File: src/rtl/rf_pkg.sv
`default_nettype none
// +----------------------------------------------------------------------+
// | Package : rf_pkg                                                     |
// | Shared register-file widths and writeback requester identifiers.     |
// | Revision: 1.0  initial release                                       |
// +----------------------------------------------------------------------+
package rf_pkg;

  // Architectural register data width.
  localparam int RF_XLEN = 32;
  // Architectural register count.
  localparam int RF_NREG = 32;
  // Register address width (log2 of RF_NREG).
  localparam int RF_AW   = 5;

  // Writeback requester identifiers; also the encoding of the last-grant state.
  typedef enum logic {
    REQ_ALU = 1'b0,
    REQ_MEM = 1'b1
  } req_id_e;

  // The other requester of the pair.
  function automatic req_id_e other_req(input req_id_e id);
    return (id == REQ_ALU) ? REQ_MEM : REQ_ALU;
  endfunction

endpackage : rf_pkg
`default_nettype wire

File: src/rtl/rr_arb2.sv
`default_nettype none
// +----------------------------------------------------------------------+
// | Module  : rr_arb2                                                    |
// | Two-way round-robin arbiter between the ALU and MEM requesters.      |
// | The grant is combinational; the last-grant record is registered.     |
// | Revision: 1.0  initial release                                       |
// +----------------------------------------------------------------------+
module rr_arb2
  import rf_pkg::*;
(
  input  logic clk,
  input  logic reset,
  input  logic valid_alu_i,
  input  logic valid_mem_i,
  output logic gnt_alu_o,
  output logic gnt_mem_o
);

  // Requester granted most recently. Resetting to ALU hands the first
  // contention after reset to MEM.
  req_id_e last_q;
  req_id_e last_d;

  // Last-grant state register.
  always_ff @(posedge clk or posedge reset) begin
    if (reset) begin
      last_q <= REQ_ALU;
    end else begin
      last_q <= last_d;
    end
  end

  // Grant selection and last-grant update; on contention the requester
  // not granted most recently wins.
  always_comb begin
    gnt_alu_o = 1'b0;
    gnt_mem_o = 1'b0;
    last_d    = last_q;
    if (valid_alu_i && valid_mem_i) begin
      if (other_req(last_q) == REQ_MEM) begin
        gnt_mem_o = 1'b1;
        last_d    = REQ_MEM;
      end else begin
        gnt_alu_o = 1'b1;
        last_d    = REQ_ALU;
      end
    end else if (valid_alu_i) begin
      gnt_alu_o = 1'b1;
      last_d    = REQ_ALU;
    end else if (valid_mem_i) begin
      gnt_mem_o = 1'b1;
      last_d    = REQ_MEM;
    end
  end

endmodule : rr_arb2
`default_nettype wire

File: src/rtl/rf_wb_arbiter.sv
`default_nettype none
// +----------------------------------------------------------------------+
// | Module  : rf_wb_arbiter                                              |
// | Shares the single register-file write port between ALU and load unit |
// | writebacks and keeps a per-register pending scoreboard for issue.    |
// | Revision: 1.0  initial release                                       |
// +----------------------------------------------------------------------+
module rf_wb_arbiter
  import rf_pkg::*;
#(
  parameter int XLEN = RF_XLEN,
  parameter int NREG = RF_NREG
) (
  input  logic             clk,
  input  logic             reset,
  // ALU writeback requester
  input  logic             alu_valid,
  input  logic [RF_AW-1:0] alu_addr,
  input  logic [XLEN-1:0]  alu_data,
  output logic             alu_ready,
  // Load-unit writeback requester
  input  logic             mem_valid,
  input  logic [RF_AW-1:0] mem_addr,
  input  logic [XLEN-1:0]  mem_data,
  output logic             mem_ready,
  // Register-file write port
  output logic             rf_we,
  output logic [RF_AW-1:0] rf_waddr,
  output logic [XLEN-1:0]  rf_wdata,
  // Issue-stage destination claim
  input  logic             iss_valid,
  input  logic [RF_AW-1:0] iss_addr,
  output logic             iss_ready,
  // Source operand hazard checks
  input  logic [RF_AW-1:0] chk_addr_1,
  input  logic [RF_AW-1:0] chk_addr_2,
  output logic             chk_busy_1,
  output logic             chk_busy_2
);

  logic             gnt_alu;
  logic             gnt_mem;

  logic             rf_we_q,    rf_we_d;
  logic [RF_AW-1:0] rf_waddr_q, rf_waddr_d;
  logic [XLEN-1:0]  rf_wdata_q, rf_wdata_d;
  logic [NREG-1:0]  pending_q,  pending_d;

  logic             wb_hs;
  logic [RF_AW-1:0] wb_addr;
  logic [XLEN-1:0]  wb_data;
  logic             iss_hs;

  rr_arb2 u_arb (
    .clk         (clk),
    .reset       (reset),
    .valid_alu_i (alu_valid),
    .valid_mem_i (mem_valid),
    .gnt_alu_o   (gnt_alu),
    .gnt_mem_o   (gnt_mem)
  );

  // Ready is the grant itself, so it can only rise alongside its own valid.
  assign alu_ready = gnt_alu;
  assign mem_ready = gnt_mem;

  // Claims on x0 are always accepted and never recorded. A register whose
  // write lands this cycle can be reclaimed at once: the set then wins.
  assign iss_ready = (iss_addr == '0) || !pending_q[iss_addr] ||
                     (rf_we_q && (rf_waddr_q == iss_addr));
  assign iss_hs    = iss_valid && iss_ready && (iss_addr != '0);

  // Busy reads straight from the scoreboard, so it stays high through the
  // rf_we cycle and drops on the edge that commits the data.
  assign chk_busy_1 = pending_q[chk_addr_1];
  assign chk_busy_2 = pending_q[chk_addr_2];

  assign rf_we    = rf_we_q;
  assign rf_waddr = rf_waddr_q;
  assign rf_wdata = rf_wdata_q;

  // Mux the granted request and form the next write-port contents.
  // Writes to x0 complete the handshake but never raise rf_we.
  always_comb begin
    wb_hs      = gnt_alu || gnt_mem;
    wb_addr    = gnt_mem ? mem_addr : alu_addr;
    wb_data    = gnt_mem ? mem_data : alu_data;
    rf_we_d    = wb_hs && (wb_addr != '0);
    rf_waddr_d = rf_waddr_q;
    rf_wdata_d = rf_wdata_q;
    if (rf_we_d) begin
      rf_waddr_d = wb_addr;
      rf_wdata_d = wb_data;
    end
  end

  // Scoreboard update: clear the register being written, then apply a new
  // claim so a same-cycle claim of that register leaves it pending.
  always_comb begin
    pending_d = pending_q;
    if (rf_we_q) begin
      pending_d[rf_waddr_q] = 1'b0;
    end
    if (iss_hs) begin
      pending_d[iss_addr] = 1'b1;
    end
    pending_d[0] = 1'b0;
  end

  // Write-port and scoreboard registers; reset drops any in-flight write.
  always_ff @(posedge clk or posedge reset) begin
    if (reset) begin
      rf_we_q    <= 1'b0;
      rf_waddr_q <= '0;
      rf_wdata_q <= '0;
      pending_q  <= '0;
    end else begin
      rf_we_q    <= rf_we_d;
      rf_waddr_q <= rf_waddr_d;
      rf_wdata_q <= rf_wdata_d;
      pending_q  <= pending_d;
    end
  end

endmodule : rf_wb_arbiter
`default_nettype wire

File: config.mk
export PLATFORM = sky130hd
export DESIGN_NAME = rf_wb_arbiter
export DESIGN_NICKNAME = d
export VERILOG_FILES = /design/src/rtl/rf_pkg.sv /design/src/rtl/rr_arb2.sv /design/src/rtl/rf_wb_arbiter.sv
export SDC_FILE = /design/constraint.sdc
export NUM_CORES = 1
export LEC_CHECK = 0
export ABC_AREA = 1
export BUFFER_PORTS_ARGS = -buffer_cell sky130_fd_sc_hd__buf_2
export CAP_MARGIN = 20
export CORE_ASPECT_RATIO = 2
export CORE_MARGIN = 2
export CORE_UTILIZATION = 48
export DETAILED_ROUTE_END_ITERATION = 12
export PLACE_DENSITY = 0.79
export SKIP_CTS_REPAIR_TIMING = 1
export SLEW_MARGIN = 5
export SYNTH_ARGS = -nofsm -noshare
export SYNTH_HDL_FRONTEND = slang
export SYNTH_HIERARCHICAL = 1
export SYNTH_SLANG_ARGS = --single-unit
File: constraint.sdc
create_clock -name clk -period 1.9 [get_ports clk]
set_clock_uncertainty 0.15 [all_clocks]
set_input_delay 0.095 -clock clk [delete_from_list [all_inputs] [get_ports clk]]
set_output_delay 0.095 -clock clk [all_outputs]
set_load 0.03 [all_outputs]
## Yosys cells after proc, flatten, opt, wreduce, memory -nomap -nowiden

Cells that the tools add are included.

| storage, ports and cells | value |
|---|---|
| bits in registers | 70 |
| input port bits | 94 |
| output and inout bits | 43 |

| operators by class | value |
|---|---|
| muxes and demuxes | 24 |
| $lt $le $gt $ge | 6 |
| equal/unequal tests | 1 |
| reduce and logical (&&, ||, !) cells | 15 |
| bitwise operators | 3 |

Operator list:

| cell | count |
|---|---|
| $mux 32 | 3 |
| $and 32x32->32 | 1 |
| $not 32->32 | 1 |
| $or 32x32->32 | 1 |
| $lt 5x6->1 const B | 4 |
| $bmux 1 s5 | 3 |
| $mux 1 | 15 |
| $demux 1 s5 | 2 |
| $ge 5x1->1 const B | 2 |
| $reduce_bool 5->1 | 2 |
| $logic_and 1x1->1 | 7 |
| $eq 5x5->1 | 1 |
| $logic_not 5->1 | 1 |
| $mux 5 | 1 |
| $logic_or 1x1->1 | 3 |
| $reduce_bool 3->1 | 1 |
| $logic_not 1->1 | 1 |

## Longest topological paths before layout

| logic depth | value |
|---|---|
| word-level depth | 9 |
| depth in mapped cells | 15 |

## Cells and area by module

The synthesis kept the hierarchy.

Modules (own cells, without submodules):

| module | area an instance (µm²) | cells each | seq. area each (µm²) | times used |
|---|---|---|---|---|
| rf_wb_arbiter | 4614.4 | 630 | 1726.7 | 1 |
| rr_arb2 | 67.6 | 12 | 25.0 | 1 |

## Least setup slack after synthesis

No wires, ideal clock.

| path | value |
|---|---|
| path kind | flip-flop to flip-flop |
| from | reg u_arb.last_q |
| to | reg rf_wdata_q[0] (netlist: rf_wdata[0]) |
| cell stages (with the launch flop) | 10 |
| slack | -542 ps |
| arrival time | 2227 ps |
| setup time | 65 ps |
| cell sequence | dfrtp_1 a21oi_1 buf_2 mux2i_1 nand4_1 o21ai_1 buf_4 buf_4 nand2_1 nand2_1 |

| between the ends | value |
|---|---|
| cells in the longest elaborated chain, start to end | 5 |
| elaborated cells on any way between the ends | 9 |
| those cells by class | mux: 6; reduce/logical: 3 |

Ends and longest elaborated chain:

| element | line | RTL |
|---|---|---|
| start: declaration | rr_arb2.sv:21 | `req_id_e last_q;` |
| start signal: assignment | rr_arb2.sv:29 | `last_q <= last_d;` |
| $mux 1 (*) | rr_arb2.sv:40 | `if (other_req(last_q) == REQ_MEM) begin` |
| $mux 1 (*) | rr_arb2.sv:39 | `if (valid_alu_i && valid_mem_i) begin` |
| net mem_ready | rf_wb_arbiter.sv:25 | `output logic mem_ready,` |
| $mux 5 | rf_wb_arbiter.sv:86 | `wb_addr = gnt_mem ? mem_addr : alu_addr;` |
| $reduce_bool 5->1 | rf_wb_arbiter.sv:88 | `rf_we_d = wb_hs && (wb_addr != '0);` |
| $logic_and 1x1->1 | rf_wb_arbiter.sv:88 |  |
| end signal: assignment | rf_wb_arbiter.sv:120 | `rf_wdata_q <= rf_wdata_d;` |
| end: declaration | rf_wb_arbiter.sv:46 | `logic [XLEN-1:0] rf_wdata_q, rf_wdata_d;` |

The timed path passes the listed nets; every way through them passes the cells marked *.
A chain may end at the register's enable or synchronous reset.

## Worst setup path in the final report

| path | value |
|---|---|
| from | reg u_arb.last_q |
| to | reg rf_wdata_q[28] (netlist: rf_wdata[28]) |

| between the ends | value |
|---|---|
| cells in the longest elaborated chain, start to end | 5 |
| elaborated cells on any way between the ends | 9 |
| those cells by class | mux: 6; reduce/logical: 3 |

Ends and longest elaborated chain:

| element | line |
|---|---|
| $mux 1 | rr_arb2.sv:40 |
| $mux 1 | rr_arb2.sv:39 |
| $mux 5 | rf_wb_arbiter.sv:86 |
| $reduce_bool 5->1 | rf_wb_arbiter.sv:88 |
| $logic_and 1x1->1 | rf_wb_arbiter.sv:88 |

Parallel ways exist; a longest one is shown, timed or not.

==> results.cfg <==
[run_status]
status = finished with violations
violations = negative hold slack, negative setup slack

[die]
core_region_area_um2 = 9635
rows = 51
start_util_pct = 48.59
die_h_um = 143.7
die_w_um = 73.84
dieArea_um2 = 10610
pin_count = 137

[synth]
netlist_instances = 642
avgSynthCellArea_um2 = 7.293
syn-cell-area_um2 = 4682
ys_ff_latch = 70
netlist_top_cells_area = dfrtp_1 37%, nand2_1 19%, mux2_2 7.7%
yosysTopAreaCellShare_pct = 37.41
synthesis.nets = 736
synth.distinct_cells = 29
yosysTopAreaCell = dfrtp_1
yosysSeqAreaShare_pct = 37.41
ys_warn_count = 6

[place]
dpl_cell_area_um2 = 5620
hpwl_um = 11670
gp_congestion = 1.028
port_buffers = 136

[global_route]
grt_max_degree = 41
antenna_found_initial = 1
grt_pass1_wl_um = 24140
grt_pass1_vias = 4937
grt_overflow_total = 0
track_usage_pct = 30.01

[hold_path]
hp-class = input port to register

[critical_path]
startpoint_type = register
critPathLaunch = u_arb/last_q$_DFFE_PP0P_
r2r_start = u_arb/last_q$_DFFE_PP0P_
endpoint = rf_wdata[28]$_DFFE_PP0P_
arrival_ps = 2160
reg2regPathDepth = 9
reg2reg_setup_slack_ps = -180
r2r_end = rf_wdata[28]$_DFFE_PP0P_
critPathRequiredTime_ps = 1970
critPathKind = register to register
cp-end-kind = register
cp_max_fo = 8

[routing]
drt-vias-per-instance = 5.867
drc = 0
firstDrtPassIters = 9
wire_per_inst_um = 20.33
postRouteAntennaNets = 0
num_vias = 5943
drt-total-wl_um = 20590
drt_iter0_drc = 506

[clock_tree]
cts_made_buffers = 9
tritoncts = yes
clkLatencyLatePin_ps = 340
h-tree-depth = 3
cts_sinks = 70
root_buffer = clkbuf_16
clk_path_buf_depth = 2
clk_pin_slew_ps = 60

[final_layout]
fin_area_um2 = 6927
fin_nets = 969
area_growth_pct = 47.94
drive_gt1_share_pct = 33.64
utilization_pct = 71.89

[run]
cap_violations = 0

[power]
peakVddDrop_mv = 0.7362
total_power_mw = 7.596
power.leakage_nw = 3.407
p_per_area_nw_per_um2 = 1097

[sta]
post-route-min-period_ps = 2081
period_share_pct = 109.5
finalWorstSetupSlack_ps = -180.7
slew_headroom_pct = 65.54
setup_viol = 53
drv_slew = 0
hold_violations = 2
tightest_slew_ps = 515.5
hold_slack_ps = -4.641
fmax_mhz = 480.6
grt_setup_unrepaired = yes
[area by class of cell]
class | instances | area [um2]
clock buffer | 11 | 242.7
tap | 132 | 165.2
sequential | 70 | 1754
antenna | 1 | 2.502
clock inverter | 5 | 106.4
multi-input combinational | 502 | 2651
fill | 642 | 2709
timing repair buffer | 249 | 1829
inverter | 43 | 175.2
[worst min-delay path by stage]
stage	start	end	slack (ps)	depth (start not counted)
global route	mem_addr[4]	rf_waddr[4]$_DFFE_PP0P_	20	3
global placement	reset	u_arb/last_q$_DFFE_PP0P_	-190	2
floorplan	reset	u_arb/last_q$_DFFE_PP0P_	-330	1
finish	mem_addr[4]	rf_waddr[4]$_DFFE_PP0P_	-5	3
detailed placement	reset	u_arb/last_q$_DFFE_PP0P_	-180	2
CTS	reset	u_arb/last_q$_DFFE_PP0P_	-540	2
[worst max-delay path, stage by stage (launching register included)]
cell,delay [ps]
dfrtp_1,410
a21oi_4,160
buf_12,150
mux2i_2,290
nand4_1,200
o21ai_4,140
inv_4,100
clkbuf_16,190
nand2_1,90
nand2_1,70
[cells in the mapped netlist]
master,number
buf_1,2
a21oi_1,14
o221ai_1,6
buf_8,1
inv_1,39
buf_2,8
o21ai_0,68
buf_12,3
buf_4,8
inv_8,1
nand3_1,25
o211ai_1,5
nor3_1,8
buf_6,1
nand4_1,1
nor2_1,62
nand2_4,1
mux2_2,32
o22ai_1,4
nand3_2,29
inv_2,2
clkbuf_1,4
dfrtp_1,70
nor2_2,2
nand2_1,237
clkinv_1,1
o21ai_1,2
nand2_2,3
mux2i_1,3
[power by group]
group          leakage [nW]  internal (mW)  switching [mW]
sequential            0.822           1.98           0.541
clock                 0.166           1.32           0.672
combinational          2.42           1.21            1.87
[metal layers]
metal / vias to the layer above / routed length (um) / global-route usage, %
met3: 140 / 1794 / 5.189
met1: 2750 / 6912 / 32.31
li1: 2572 / - / -
met5: - / 0 / 0
met2: 481 / 10090 / 52.82
met4: 0 / 1796 / 17.99
[state kept, by name (all words and copies together) (netlist names)]
name / flops
u_arb/last_q: 1
rf_wdata: 32
rf_we: 1
rf_waddr: 5
pending_q: 31
[per-stage QoR]
stage	setup TNS, ps	cells	hold WS (ps)	worst slack [ps]
final	-4741	1013	-4.641	-180.7
after global routing	-8916	1013	24.02	-264.7
after CTS	-487.9	930	-535.5	-112.3
after detailed placement	-77.30	914	-184.7	-13.04
after global placement	0	914	-188.5	41.85
after floorplan	-1742	642	-326.3	-63.89
[cells in the final DEF (no fill, tap or decap), drive strengths merged, types with 4 or more instances in the layout]
cell type and n:
buf 180, o211ai 5, nand3 54, nor2 64, o221ai 6, o21ai 70
clkbuf 13, nor3 8, inv 41, a21oi 14, mux2 32, o22ai 4
dfrtp 70, nand2 241, dlygate4sd3 67
[cell families (layout without fill, tap and decap cells)]
| logic type | count (synthesis) | in the layout | share of synthesized area, % |
|---|---|---|---|
| buffers and inverters | 70 | 308 | 8.070 |
| DFF | 70 | 70 | 37.41 |
| other | 0 | 1 | 0 |
| AOI/OAI and AO/OA | 99 | 99 | 11.44 |
| and+or+nand+nor | 368 | 368 | 34.74 |
| muxes | 35 | 35 | 8.338 |
(Power assumes the default switching activity.)
